<file path="config.mk">
export PLATFORM = sky130hd
export DESIGN_NAME = regfile_wr_arbiter
export DESIGN_NICKNAME = d
export VERILOG_FILES = /design/src/rtl/regfile_wr_arbiter.sv
export SDC_FILE = /design/constraint.sdc
export NUM_CORES = 1
export LEC_CHECK = 0
export CAP_MARGIN = 25
export CORE_MARGIN = 4
export CORE_UTILIZATION = 30
export DETAILED_ROUTE_END_ITERATION = 10
export DONT_BUFFER_PORTS = 1
export GPL_TIMING_DRIVEN = 0
export SETUP_SLACK_MARGIN = 0.1
export SYNTH_ARGS = -nofsm -noshare
export SYNTH_HDL_FRONTEND = slang
export SYNTH_SLANG_ARGS = --single-unit
</file>
<file path="constraint.sdc">
create_clock -name clk -period 1.6 [get_ports clk]
set_input_delay 0.48 -clock clk [delete_from_list [all_inputs] [get_ports clk]]
set_output_delay 0.48 -clock clk [all_outputs]
set_load 0.1 [all_outputs]
</file>
<file path="src/rtl/regfile_wr_arbiter.sv">
// Write-port owner for the 2R/1W register file: clears every entry after
// reset or on request, then round-robins two writeback requesters.
//
// Ports:
//   clk, rstn          clock, asynchronous active-low reset
//   init_start         one-cycle pulse requesting a full clear (RUN only)
//   wb0_* / wb1_*      valid/addr/data in, ready out (combinational grant)
//   rf_wen/rf_wr_addr/rf_wr_data  registered register-file write port
//   init_done          high while in RUN
module regfile_wr_arbiter #(
    parameter int BW_DATA  = 32,
    parameter int BW_ADDR  = 5,
    parameter int ZERO_REG = 1
) (
    input  logic               clk,
    input  logic               rstn,
    input  logic               init_start,
    input  logic               wb0_valid,
    input  logic [BW_ADDR-1:0] wb0_addr,
    input  logic [BW_DATA-1:0] wb0_data,
    output logic               wb0_ready,
    input  logic               wb1_valid,
    input  logic [BW_ADDR-1:0] wb1_addr,
    input  logic [BW_DATA-1:0] wb1_data,
    output logic               wb1_ready,
    output logic               rf_wen,
    output logic [BW_ADDR-1:0] rf_wr_addr,
    output logic [BW_DATA-1:0] rf_wr_data,
    output logic               init_done
);

    typedef enum logic {
        INIT = 1'b0,
        RUN  = 1'b1
    } state_t;

    localparam logic [BW_ADDR-1:0] CNT_LAST = '1;

    state_t             state_q, state_d;
    logic [BW_ADDR-1:0] cnt_q, cnt_d;
    // 1: wb1 wins the next contention (wb0 was granted last)
    logic               prio1_q, prio1_d;
    logic               wen_d;
    logic [BW_ADDR-1:0] addr_d;
    logic [BW_DATA-1:0] data_d;
    logic               grant0, grant1;
    logic [BW_ADDR-1:0] sel_addr;
    logic [BW_DATA-1:0] sel_data;

    always_ff @(posedge clk or negedge rstn) begin
        if (!rstn) begin
            state_q    <= INIT;
            cnt_q      <= '0;
            prio1_q    <= 1'b0;
            rf_wen     <= 1'b0;
            rf_wr_addr <= '0;
            rf_wr_data <= '0;
        end else begin
            state_q    <= state_d;
            cnt_q      <= cnt_d;
            prio1_q    <= prio1_d;
            rf_wen     <= wen_d;
            rf_wr_addr <= addr_d;
            rf_wr_data <= data_d;
        end
    end

    always_comb begin
        state_d  = state_q;
        cnt_d    = cnt_q;
        prio1_d  = prio1_q;
        wen_d    = 1'b0;
        addr_d   = rf_wr_addr;
        data_d   = rf_wr_data;
        grant0   = 1'b0;
        grant1   = 1'b0;
        sel_addr = '0;
        sel_data = '0;

        unique case (state_q)
            INIT: begin
                // Address 0 is cleared too, even with ZERO_REG set.
                wen_d  = 1'b1;
                addr_d = cnt_q;
                data_d = '0;
                cnt_d  = cnt_q + 1'b1;
                if (cnt_q == CNT_LAST) begin
                    state_d = RUN;
                end
            end
            RUN: begin
                if (init_start) begin
                    state_d = INIT;
                end else begin
                    grant0 = wb0_valid && (!wb1_valid || !prio1_q);
                    grant1 = wb1_valid && !grant0;

                    unique case (1'b1)
                        grant0: begin
                            sel_addr = wb0_addr;
                            sel_data = wb0_data;
                        end
                        grant1: begin
                            sel_addr = wb1_addr;
                            sel_data = wb1_data;
                        end
                        default: begin
                            sel_addr = '0;
                            sel_data = '0;
                        end
                    endcase

                    if (grant0 || grant1) begin
                        // A write to x0 still completes the handshake
                        // and moves the pointer, but never reaches the file.
                        wen_d   = !((ZERO_REG != 0) && (sel_addr == '0));
                        addr_d  = sel_addr;
                        data_d  = sel_data;
                        prio1_d = grant0;
                    end
                end
            end
            default: begin
                state_d = INIT;
            end
        endcase
    end

    assign wb0_ready = grant0;
    assign wb1_ready = grant1;
    assign init_done = (state_q == RUN);

endmodule
</file>
* Word-level counts from Yosys, hierarchy flattened *
Cells that the tools add are included.

storage, ports and cells
  input port bits = 79
  register bits = 45
  output and inout bits = 41
  word-level logic and storage cells = 43

operators by class
  equality and inequality tests = 3
  $add $sub $neg = 1
  reduce and logical (&&, ||, !) cells = 11
  multiplexer cells = 20
  bitwise logic cells = 2

operator list
  operator                                                         count
  32-bit case mux with 2 select lines                              2
  32-bit 2-to-1 mux                                                2
  5-bit 2-to-1 mux                                                 4
  5-bit case mux with 2 select lines                               2
  1-bit 2-to-1 mux                                                 8
  5-bit by 1-bit adder with 5-bit output, second input constant    1
  5-bit equality test, second input constant                       1
  5-bit logical NOT                                                1
  1-bit logical NOT                                                4
  1-bit case mux with 2 select lines                               2
  3-bit AND reduction                                              1
  1-bit logical AND                                                2
  1-bit logical OR                                                 2
  2-bit by 1-bit != test with 1-bit output, second input constant  1
  2-bit != test, second input constant                             1
  1-bit inverter                                                   2
  2-bit AND reduction                                              1

* Longest topological paths before layout *
Gate-level depths: netlist of the first run.

  depth after elaboration = 13
  mapped depth = 6
  mapped depth without buffers = 5

* Worst setup path before layout of the first run *
OpenSTA, ideal clock, no wires.

  path type = register to output
  start point = register state_q (netlist: init_done)
  end point = output port wb0_ready
  stages on the path, launching flop included = 4
  arrival time = 2567 ps
  data required time = 1120 ps
  buffers on the path = 1
  path slack = -1447 ps
  path through = dfrtp_1 > buf_4 > inv_1 > nor3b_2

between the ends
  cells in the longest elaborated chain, start to end = 1

RTL lines
  what                    line  source
  start, declared         39    state_t state_q, state_d;
  start signal, assigned  59    state_q <= state_d;
  1-bit 2-to-1 mux        80    unique case (state_q)
  end, declared           21    output logic wb0_ready,

No other way between the ends.

* Worst setup path in the final report of the first run *
Ends and elaborated chain as after synthesis.

==> impl_metrics.csv, run 1 <==
group,metric,value,unit
outcome,run_status,"finished, violations left",
outcome,failed_checks,"negative hold slack, negative setup slack",
sta,timing.final.setup_violations,40,
floorplanning,start_util,0.309,
yosys,combinational_family_with_the_most_area_after_synthesis,"compound AO/OA/AOI/OAI gates",
routing,postRouteWirelength,6340,um
yosys,synth_cell_type_count,31,
yosys,synth-seq-cells,45,
power,power.share.sequential,0.537,
finish,antennaDiodeCount,0,
critical_path,worst-setup-path-type,"flop to output pin",
power,power.internal,2.41,mW
floorplanning,design.portCount,120,
sta,timing.final.crit_share,1.35,
routing,drt_pass_1_iters,4,
cts,clockRootBuffer,"clkbuf_8",
sta,hold_viol,45,
routing,detail_route.vias_per_cell,5.32,
cts,clock_insertion_delay_worst_skew,0.30,ns
yosys,synthesis.area_per_instance,10.4,sq um
min_path,hold_path_class,"primary input to asynchronous set/reset pin",
sta,final.setup.worst_slack,-0.562,ns
yosys,yosys.area_share.adder,0.0118,
cts,tritoncts,"yes",
critical_path,required_time_at_the_endpoint_of_the_critical_path,1.12,ns
global_route,grt_usage,0.154,
critical_path,worst-r2r-setup-slack,-0.39,ns
sta,finalCriticalPeriod,2.16,ns
routing,antenna_violating_nets_post_route,0,
routing,post-route-drc-count,0,
placed_design,dp_cells,301,
critical_path,arrival,1.68,ns
critical_path,path_cells,"buf_8 -> clkinvlp_4 -> nor3b_4 -> clkbuf_16",
yosys,synthesis.yosys.warnings,0,
power,p_comb_frac,0.295,
critical_path,path_max_fanout,4,
yosys,synth_simple_gate_area_share,0.104,
finish,design.final.nets,309,
sta,fmaxAchievable,0.463,GHz
floorplanning,height_of_the_chip,91.9,um
global_route,grt.busiest_layer,"met2",
critical_path,start_kind,"flop",
placed_design,globalplace.congestion,0.698,
critical_path,critical_path.reg2reg.endpoint,"rf_wen$_DFF_PN0_",
sta,relSlewSlack,0.580,
yosys,synth_compound_gate_area_share,0.261,
cts,cts_max_path_bufs,2,
run,max_cap_viol_count,0,
yosys,synth.yosys.seq_area_share,0.533,
critical_path,critical_path.max_stage_delay,0.63,ns
global_route,grtUsageMet1,0.180,
routing,wl_per_cell,19.5,um
power,vdd_drop_max,0.511,mV
sta,worst_hold_margin,-0.131,ns
power,total_leakage_power,1.14,nW
global_route,use_met3,0.0558,
yosys,syn_area,2110,sq um
critical_path,cp_num_buf_inv,3,
floorplanning,floorplan.rows,30,
floorplanning,floorplan.die.width,91.9,um
placed_design,port_buffers,0,
sta,final_max_slew_viol_count,0,
finish,final_cell_mix,"a22oi_1, nand2_1, o21ai_2",
routing,drc_marker_count_from_the_first_detailed_route_iteration,57,
cts,cts_bufs_inserted,5,
power,fin_total_pwr,4.42,mW
sta,tns,-6.22,ns
yosys,syn_nets,284,
yosys,syn_inst,203,
power,power_switching_share,0.455,
placed_design,hpwl,4420,um
cts,worst_setup_hold_path_clk_slew,0.08,ns
global_route,antenna_found_initial,0,
finish,instances_no_fill,325,
critical_path,worstRegToRegCells,9,
finish,post_route_cells_drive_above_1_share,0.568,
critical_path,cpMaxStageDelayCell,"dfrtp_4",
global_route,grt_pass1_vias,1850,
yosys,muxShareOfSynthArea,0.0107,
global_route,first_pass_grt_wire_length,10100,um
sta,worst_slew_pin_slew,0.628,ns
cts,clk_sinks,45,
routing,via_count,1729,
sta,unrepaired_setup_endpoints_after_global_routing,"yes",
critical_path,crit-reg2reg-launch,"init_done$_DFF_PN0_",
global_route,grt_remaining_overflow,0,
yosys,synth_xor_area_frac,0.0124,
floorplanning,die_outline_area,8450,sq um
global_route,grt_start_max_net_pins,46,
power,power_density,1520,nW/um^2
finish,layout-area-overhead-vs-synth,37.1,%
critical_path,cp-end-kind,"output pin",
global_route,gr-usage-met2,0.267,
power,power.net_switching,2.01,mW
floorplanning,floorplan.core_area,6830,sq um
cts,cts_htree_levels,2,
power,clock_power_share,0.167,
sta,fin_skew,0.00737,ns
critical_path,path_delay_family,"flip-flops",
## synth_stat cells (all sizes together)
library cell / count / area share
a32oi: 2 / 0.0083
o21a: 2 / 0.0071
mux2: 2 / 0.011
and2: 1 / 0.0041
ha: 2 / 0.012
nor3b: 1 / 0.0059
buf: 13 / 0.057
a22oi: 35 / 0.12
clkbuf: 4 / 0.0071
o31ai: 1 / 0.0036
dfrtp: 45 / 0.53
nand3: 1 / 0.0024
nand2: 35 / 0.062
a21oi: 1 / 0.0024
and3: 1 / 0.0030
nor2b: 1 / 0.0030
o21ai: 36 / 0.085
or2: 1 / 0.0030
inv: 2 / 0.0036
a41oi: 1 / 0.0041
nand2b: 2 / 0.0095
a221o: 2 / 0.0095
xnor2: 3 / 0.012
a21boi: 1 / 0.0053
a21o: 1 / 0.0036
a221oi: 1 / 0.0071
nor2: 6 / 0.011
## final cells by class
cell class | count | area [sq um]
inverters | 2 | 11.3
multi-input cells | 139 | 1050
flip-flops and latches | 45 | 1220
repair buffers | 18 | 235
clock buffers | 8 | 90.1
well taps | 96 | 120
fillers | 687 | 3930
plain buffers | 17 | 169
## power by group through the flow
stage / Combinational, mW / Sequential [mW] / Clock [mW]
final: 1.31 / 2.37 / 0.738
after global routing: 1.43 / 2.40 / 0.832
after CTS: 1.19 / 2.34 / 0.765
after detailed placement: 0.902 / 2.34 / 0
after global placement: 0.861 / 2.33 / 0
after floorplan: 0.708 / 2.29 / 0
## metal layers
layer / up-vias / routed length (um) / share of wire
met5: - / 0 / 0
met4: 0 / 59 / 0.0093
met3: 6 / 505 / 0.080
met2: 68 / 3260 / 0.51
met1: 869 / 2520 / 0.40
li1: 786 / - / -
## repair_timing
action / 4_1_cts / 5_1_grt
setup buffers: 10 / 5
hold endpoints to repair: 45 / 45
gates resized for setup: 99 / 31
pin swaps: 18 / 28
endpoints found under the setup margin: 79 / 63
gates cloned: 4 / 0
## worst reg2reg max path: cells and delay by family (launching register included)
kind | cells | cell delay, ns
AOI/OAI and AO/OA | 2 | 0.38
buffers and inverters | 7 | 0.83
DFF | 1 | 0.63
## state kept, by name, summed over array words and instances (netlist names)
signal	cells
rf_wr_data	32
cnt_q	5
rf_wr_addr	5
init_done	1
prio1_q	1
rf_wen	1
## cell families after synthesis
kind of cell | after synthesis
AOI/OAI and AO/OA | 83
and+or+nand+nor | 49
DFF | 45
buffers and inverters | 19
xor gates and xnor gates | 3
muxes | 2
adders and majority gates | 2
## worst max path at each step
stage,start,end,cells past startpoint
after floorplan,init_done$_DFF_PN0_,wb0_ready,3
after global placement,init_done$_DFF_PN0_,wb0_ready,3
after detailed placement,init_done$_DFF_PN0_,wb0_ready,4
after CTS,init_done$_DFF_PN0_,wb0_ready,4
after global routing,init_done$_DFF_PN0_,wb0_ready,4
final,init_done$_DFF_PN0_,wb0_ready,4
## stage by stage
stage	area (sq um)	setup slack, ns	utilization
after detailed placement	2290	-0.334	0.335
final	2900	-0.562	0.424
after CTS	2800	-0.591	0.409
after global placement	2250	-0.759	0.330
after global routing	2900	-0.631	0.424
after floorplan	2130	-0.626	-
Power figures use the tool's default switching activity.
==> inputs of run 2 (changes only) <==
--- a/config.mk
+++ b/config.mk
@@ -11,7 +11,10 @@
 export DETAILED_ROUTE_END_ITERATION = 10
 export DONT_BUFFER_PORTS = 1
 export GPL_TIMING_DRIVEN = 0
+export HOLD_SLACK_MARGIN = 0.15
+export RECOVER_POWER = 25
 export SETUP_SLACK_MARGIN = 0.1
 export SYNTH_ARGS = -nofsm -noshare
 export SYNTH_HDL_FRONTEND = slang
 export SYNTH_SLANG_ARGS = --single-unit
+export TNS_END_PERCENT = 5
==> impl_metrics.csv, run 2 (same netlist as run 1, synthesis figures left out) <==
group,metric,value,unit
sta,finalCriticalPeriod,2.25,ns
cts,clk_sinks,45,
min_path,hold_path_class,"primary input to asynchronous set/reset pin",
global_route,grt_remaining_overflow,0,
finish,ff_latch_area,1180,sq um
floorplanning,floorplan.core_area,6830,sq um
global_route,grt_start_max_net_pins,46,
global_route,grt_usage,0.152,
finish,final_cell_mix,"a22oi_1, nand2_1, dfrtp_2",
sta,relSlewSlack,0.580,
global_route,first_pass_grt_wire_length,9890,um
critical_path,crit-reg2reg-launch,"init_done$_DFF_PN0_",
cts,tritoncts,"yes",
sta,timing.final.setup_violations,40,
sta,fin_skew,0.0154,ns
routing,drc_marker_count_from_the_first_detailed_route_iteration,38,
cts,cts_bufs_inserted,5,
power,power_density,1600,nW/um^2
cts,cts_htree_levels,2,
finish,post_route_cells_drive_above_1_share,0.416,
placed_design,placed_area,2250,sq um
finish,multi_input_comb_area,935,sq um
finish,layout-area-overhead-vs-synth,22.5,%
critical_path,required_time_at_the_endpoint_of_the_critical_path,1.12,ns
cts,clockRootBuffer,"clkbuf_8",
routing,via_count,1649,
floorplanning,floorplan.rows,30,
critical_path,critical_path.reg2reg.endpoint,"rf_wr_data[25]$_DFFE_PN0P_",
outcome,run_status,"finished, violations left",
sta,final_max_slew_viol_count,0,
outcome,failed_checks,"negative hold slack, negative setup slack",
sta,final.setup.worst_slack,-0.652,ns
power,fin_total_pwr,4.14,mW
critical_path,start_kind,"flop",
sta,hold_viol,45,
sta,fmaxAchievable,0.444,GHz
placed_design,dp_slack,-0.752,ns
placed_design,port_buffers,0,
cts,clock_insertion_delay_worst_skew,0.30,ns
floorplanning,design.portCount,120,
placed_design,globalplace.congestion,0.709,
critical_path,cp-end-kind,"output pin",
floorplanning,die_outline_area,8450,sq um
critical_path,worst-r2r-setup-slack,-0.25,ns
finish,largest_register_ff_count,32,
routing,antenna_violating_nets_post_route,0,
placed_design,hpwl,4490,um
run,max_cap_viol_count,0,
finish,fillers,708,
power,vdd_drop_max,0.456,mV
finish,registers_with_the_most_flip_flops,"rf_wr_data (32), cnt_q (5), rf_wr_addr (5)",
cts,cts_max_path_bufs,2,
routing,postRouteWirelength,6260,um
cts,worst_setup_hold_path_clk_slew,0.10,ns
sta,worst_hold_margin,-0.139,ns
global_route,antenna_found_initial,0,
floorplanning,height_of_the_chip,91.9,um
sta,worst_slew_pin_slew,0.628,ns
floorplanning,start_util,0.309,
critical_path,arrival,1.77,ns
routing,wl_per_cell,19.8,um
power,total_leakage_power,1.00,nW
finish,largest-register,"rf_wr_data",
floorplanning,floorplan.die.width,91.9,um
routing,drt_pass_1_iters,4,
finish,design_area,2590,sq um
sta,timing.final.crit_share,1.41,
routing,post-route-drc-count,0,
global_route,grt_pass1_vias,1768,
critical_path,worst-setup-path-type,"flop to output pin",
routing,detail_route.vias_per_cell,5.20,
sta,unrepaired_setup_endpoints_after_global_routing,"yes",
finish,final_core_util,0.379,
critical_path,path_max_fanout,5,
finish,antennaDiodeCount,0,
critical_path,worstRegToRegCells,8,
finish,design.final.nets,301,
[run 2: changes by cell type in the layout (fill, tap and decap cells not counted), moves of 2 or more]
cell,before,now
o21ai_1,2,32
o21ai_2,33,3
buf_8,4,1
clkinv_2,0,2
dfrtp_2,19,35
dfrtp_4,20,4
buf_16,3,0
[run 2: layout make-up]
type | count | area share
tap | 96 | 0.0464
clock buffer | 6 | 0.0280
multi-input combinational | 139 | 0.361
buffer | 17 | 0.0609
clock inverter | 2 | 0.00387
timing repair buffer | 10 | 0.0377
sequential | 45 | 0.458
inverter | 2 | 0.00435
[run 2: stage by stage]
step                      TNS, ns  instances
after global placement      -4.02        299
after global routing       -10.74        317
after detailed placement    -4.59        299
after floorplan             -1.21        203
after CTS                   -7.34        309
final                       -8.86        317
[run 2: worst max path at each step]
stage	from	end	slack, ns	depth (start not counted)
6_report	init_done$_DFF_PN0_	wb1_ready	-0.65	4
5_1_grt	init_done$_DFF_PN0_	wb1_ready	-0.69	4
4_1_cts	init_done$_DFF_PN0_	wb0_ready	-1.00	3
3_5_place_dp	init_done$_DFF_PN0_	wb0_ready	-0.75	3
3_3_place_gp	init_done$_DFF_PN0_	wb0_ready	-0.75	3
2_1_floorplan	init_done$_DFF_PN0_	wb0_ready	-0.63	3
[run 2: critical path, cell delays in order, from the launching register on]
cell,delay [ns]
dfrtp_4,0.63
buf_6,0.17
buf_8,0.11
nand2b_4,0.06
nor2_4,0.49
[run 2: what timing repair did]
| item | in CTS | in global routing |
|---|---|---|
| resized for setup | 46 | 23 |
| endpoints found under the setup margin | 79 | 63 |
| cloned | 0 | 1 |
| setup buffers | 2 | 5 |
| endpoints found under the hold margin | 45 | 45 |
| pin swaps | 2 | 3 |
[run 2: per-layer routing]
metal | global-route usage | vias to the layer above | routed length, um
li1 | - | 770 | -
met1 | 0.181 | 807 | 2390
met2 | 0.251 | 65 | 3230
met3 | 0.0574 | 7 | 572
met4 | 0.0520 | 0 | 72
met5 | 0 | - | 0
[run 2: power breakdown]
group | internal, mW | switching (mW) | total [mW]
Sequential | 1.36 | 1.00 | 2.36
Combinational | 0.548 | 0.532 | 1.08
Clock | 0.304 | 0.398 | 0.702
Total | 2.21 | 1.93 | 4.14
==> inputs of run 3 (changes only) <==
--- a/config.mk
+++ b/config.mk
@@ -6,7 +6,6 @@
 export NUM_CORES = 1
 export LEC_CHECK = 0
 export CAP_MARGIN = 25
-export CORE_MARGIN = 4
 export CORE_UTILIZATION = 30
 export DETAILED_ROUTE_END_ITERATION = 10
 export DONT_BUFFER_PORTS = 1
==> impl_metrics.csv, run 3 (same netlist as run 1, synthesis figures left out) <==
group,metric,value,unit
cts,clockRootBuffer,"clkbuf_8",
critical_path,start_kind,"flop",
sta,finalCriticalPeriod,2.55,ns
cts,clk_sinks,45,
critical_path,worst-r2r-setup-slack,-0.38,ns
power,fin_total_pwr,4.42,mW
sta,final.setup.worst_slack,-0.946,ns
routing,wl_per_cell,17.6,um
finish,design_area,2600,sq um
critical_path,worstRegToRegCells,4,
cts,tritoncts,"yes",
power,power_density,1700,nW/um^2
global_route,grt_start_max_net_pins,46,
floorplanning,floorplan.rows,30,
critical_path,path_max_fanout,2,
global_route,grt_remaining_overflow,0,
floorplanning,die_outline_area,7380,sq um
sta,timing.final.crit_share,1.59,
floorplanning,start_util,0.311,
sta,worst_hold_margin,-0.133,ns
critical_path,crit-reg2reg-launch,"init_done$_DFF_PN0_",
outcome,run_status,"finished, violations left",
sta,final_max_slew_viol_count,0,
sta,fin_skew,0.00393,ns
routing,detail_route.vias_per_cell,5.13,
finish,final_core_util,0.383,
run,max_cap_viol_count,0,
outcome,failed_checks,"negative hold slack, negative setup slack",
sta,fmaxAchievable,0.393,GHz
routing,post-route-drc-count,0,
finish,largest-register,"rf_wr_data",
critical_path,worst-setup-path-type,"flop to output pin",
cts,cts_bufs_inserted,5,
routing,via_count,1606,
critical_path,required_time_at_the_endpoint_of_the_critical_path,1.12,ns
cts,worst_setup_hold_path_clk_slew,0.09,ns
sta,unrepaired_setup_endpoints_after_global_routing,"yes",
global_route,grt_pass1_vias,1541,
floorplanning,design.portCount,120,
finish,registers_with_the_most_flip_flops,"rf_wr_data (32), cnt_q (5), rf_wr_addr (5)",
placed_design,port_buffers,0,
placed_design,hpwl,3970,um
finish,antennaDiodeCount,0,
cts,clock_insertion_delay_worst_skew,0.30,ns
sta,timing.final.setup_violations,42,
routing,drt_pass_1_iters,3,
sta,hold_viol,45,
placed_design,dp_cells,299,
global_route,antenna_found_initial,0,
cts,cts_max_path_bufs,2,
placed_design,placed_area,2250,sq um
routing,antenna_violating_nets_post_route,0,
critical_path,cp-end-kind,"output pin",
finish,post_route_cells_drive_above_1_share,0.406,
global_route,first_pass_grt_wire_length,8270,um
finish,layout.cells.most_common,"nand2_1",
cts,cts_htree_levels,2,
finish,instances_no_fill,313,
floorplanning,floorplan.die.width,85.9,um
finish,design.final.nets,297,
routing,drc_marker_count_from_the_first_detailed_route_iteration,74,
power,total_leakage_power,1.01,nW
critical_path,critical_path.reg2reg.endpoint,"prio1_q$_DFFE_PN0P_",
global_route,grt_usage,0.147,
critical_path,arrival,2.07,ns
power,vdd_drop_max,1.05,mV
sta,relSlewSlack,0.265,
floorplanning,floorplan.core_area,6790,sq um
finish,largest_register_ff_count,32,
routing,postRouteWirelength,5500,um
floorplanning,height_of_the_chip,85.9,um
min_path,hold_path_class,"primary input to asynchronous set/reset pin",
sta,tns,-8.60,ns
sta,worst_slew_pin_slew,1.10,ns
finish,layout-area-overhead-vs-synth,23.1,%
finish,final_cell_mix,"nand2_1, a22oi_1, o21ai_1, dfrtp_2, buf_4",
placed_design,globalplace.congestion,0.664,
-- run 3: changes by cell type in the layout (fill, tap and decap cells not counted), moves of 2 or more --
cell and change:
buf_6 -3, buf_8 +2, bufinv_16 +2, clkbuf_1 -2, dfrtp_2 -4, dfrtp_4 +4
-- run 3: layout make-up --
type	count	area, sq um
Multi-Input combinational cell	139	917
Clock buffer	5	68.8
Clock inverter	3	65.1
Buffer	17	171
Inverter	2	11.3
Fill cell	691	4190
Timing Repair Buffer	6	52.6
Tap cell	96	120
Sequential cell	45	1190
-- run 3: how the worst max path moves through the flow --
stage / start / to / slack [ns] / depth (start not counted)
finish: init_done$_DFF_PN0_ / wb0_ready / -0.95 / 3
global placement: init_done$_DFF_PN0_ / wb0_ready / -0.75 / 3
global route: init_done$_DFF_PN0_ / wb0_ready / -0.99 / 3
CTS: init_done$_DFF_PN0_ / wb0_ready / -0.99 / 3
floorplan: init_done$_DFF_PN0_ / wb0_ready / -0.63 / 3
detailed placement: init_done$_DFF_PN0_ / wb0_ready / -0.75 / 3
-- run 3: critical path: stages, from the launching register on --
cell and delay [ns]:
dfrtp_4 0.63, buf_8 0.15, clkinvlp_4 0.09, nor3b_4 0.89
-- run 3: where the power goes --
part	internal, mW	switching (mW)	leakage, nW
logic	0.536	0.514	0.401
clock network	0.620	0.385	0.0681
registers	1.36	1.00	0.537
-- run 3: what timing repair did --
action / CTS / global route
pin swaps: 2 / 5
buffers inserted: 2 / 4
hold endpoints to repair: 45 / 45
setup endpoints to repair: 79 / 57
resized for setup: 46 / 28
-- run 3: per-layer routing --
layer  GRT usage  wire, um  up-vias
li1            -         -      759
met1       0.185      2380      776
met2       0.244      2720       66
met3      0.0462       360        5
met4      0.0379        36        0
met5           0         0        -
-- run 3: through the flow --
step           setup slack (ns)  hold WS [ns]
2_1_floorplan            -0.626         0.184
3_3_place_gp             -0.749         0.185
3_5_place_dp             -0.755         0.185
4_1_cts                  -0.989        -0.148
5_1_grt                  -0.994        -0.158
6_report                 -0.946        -0.133
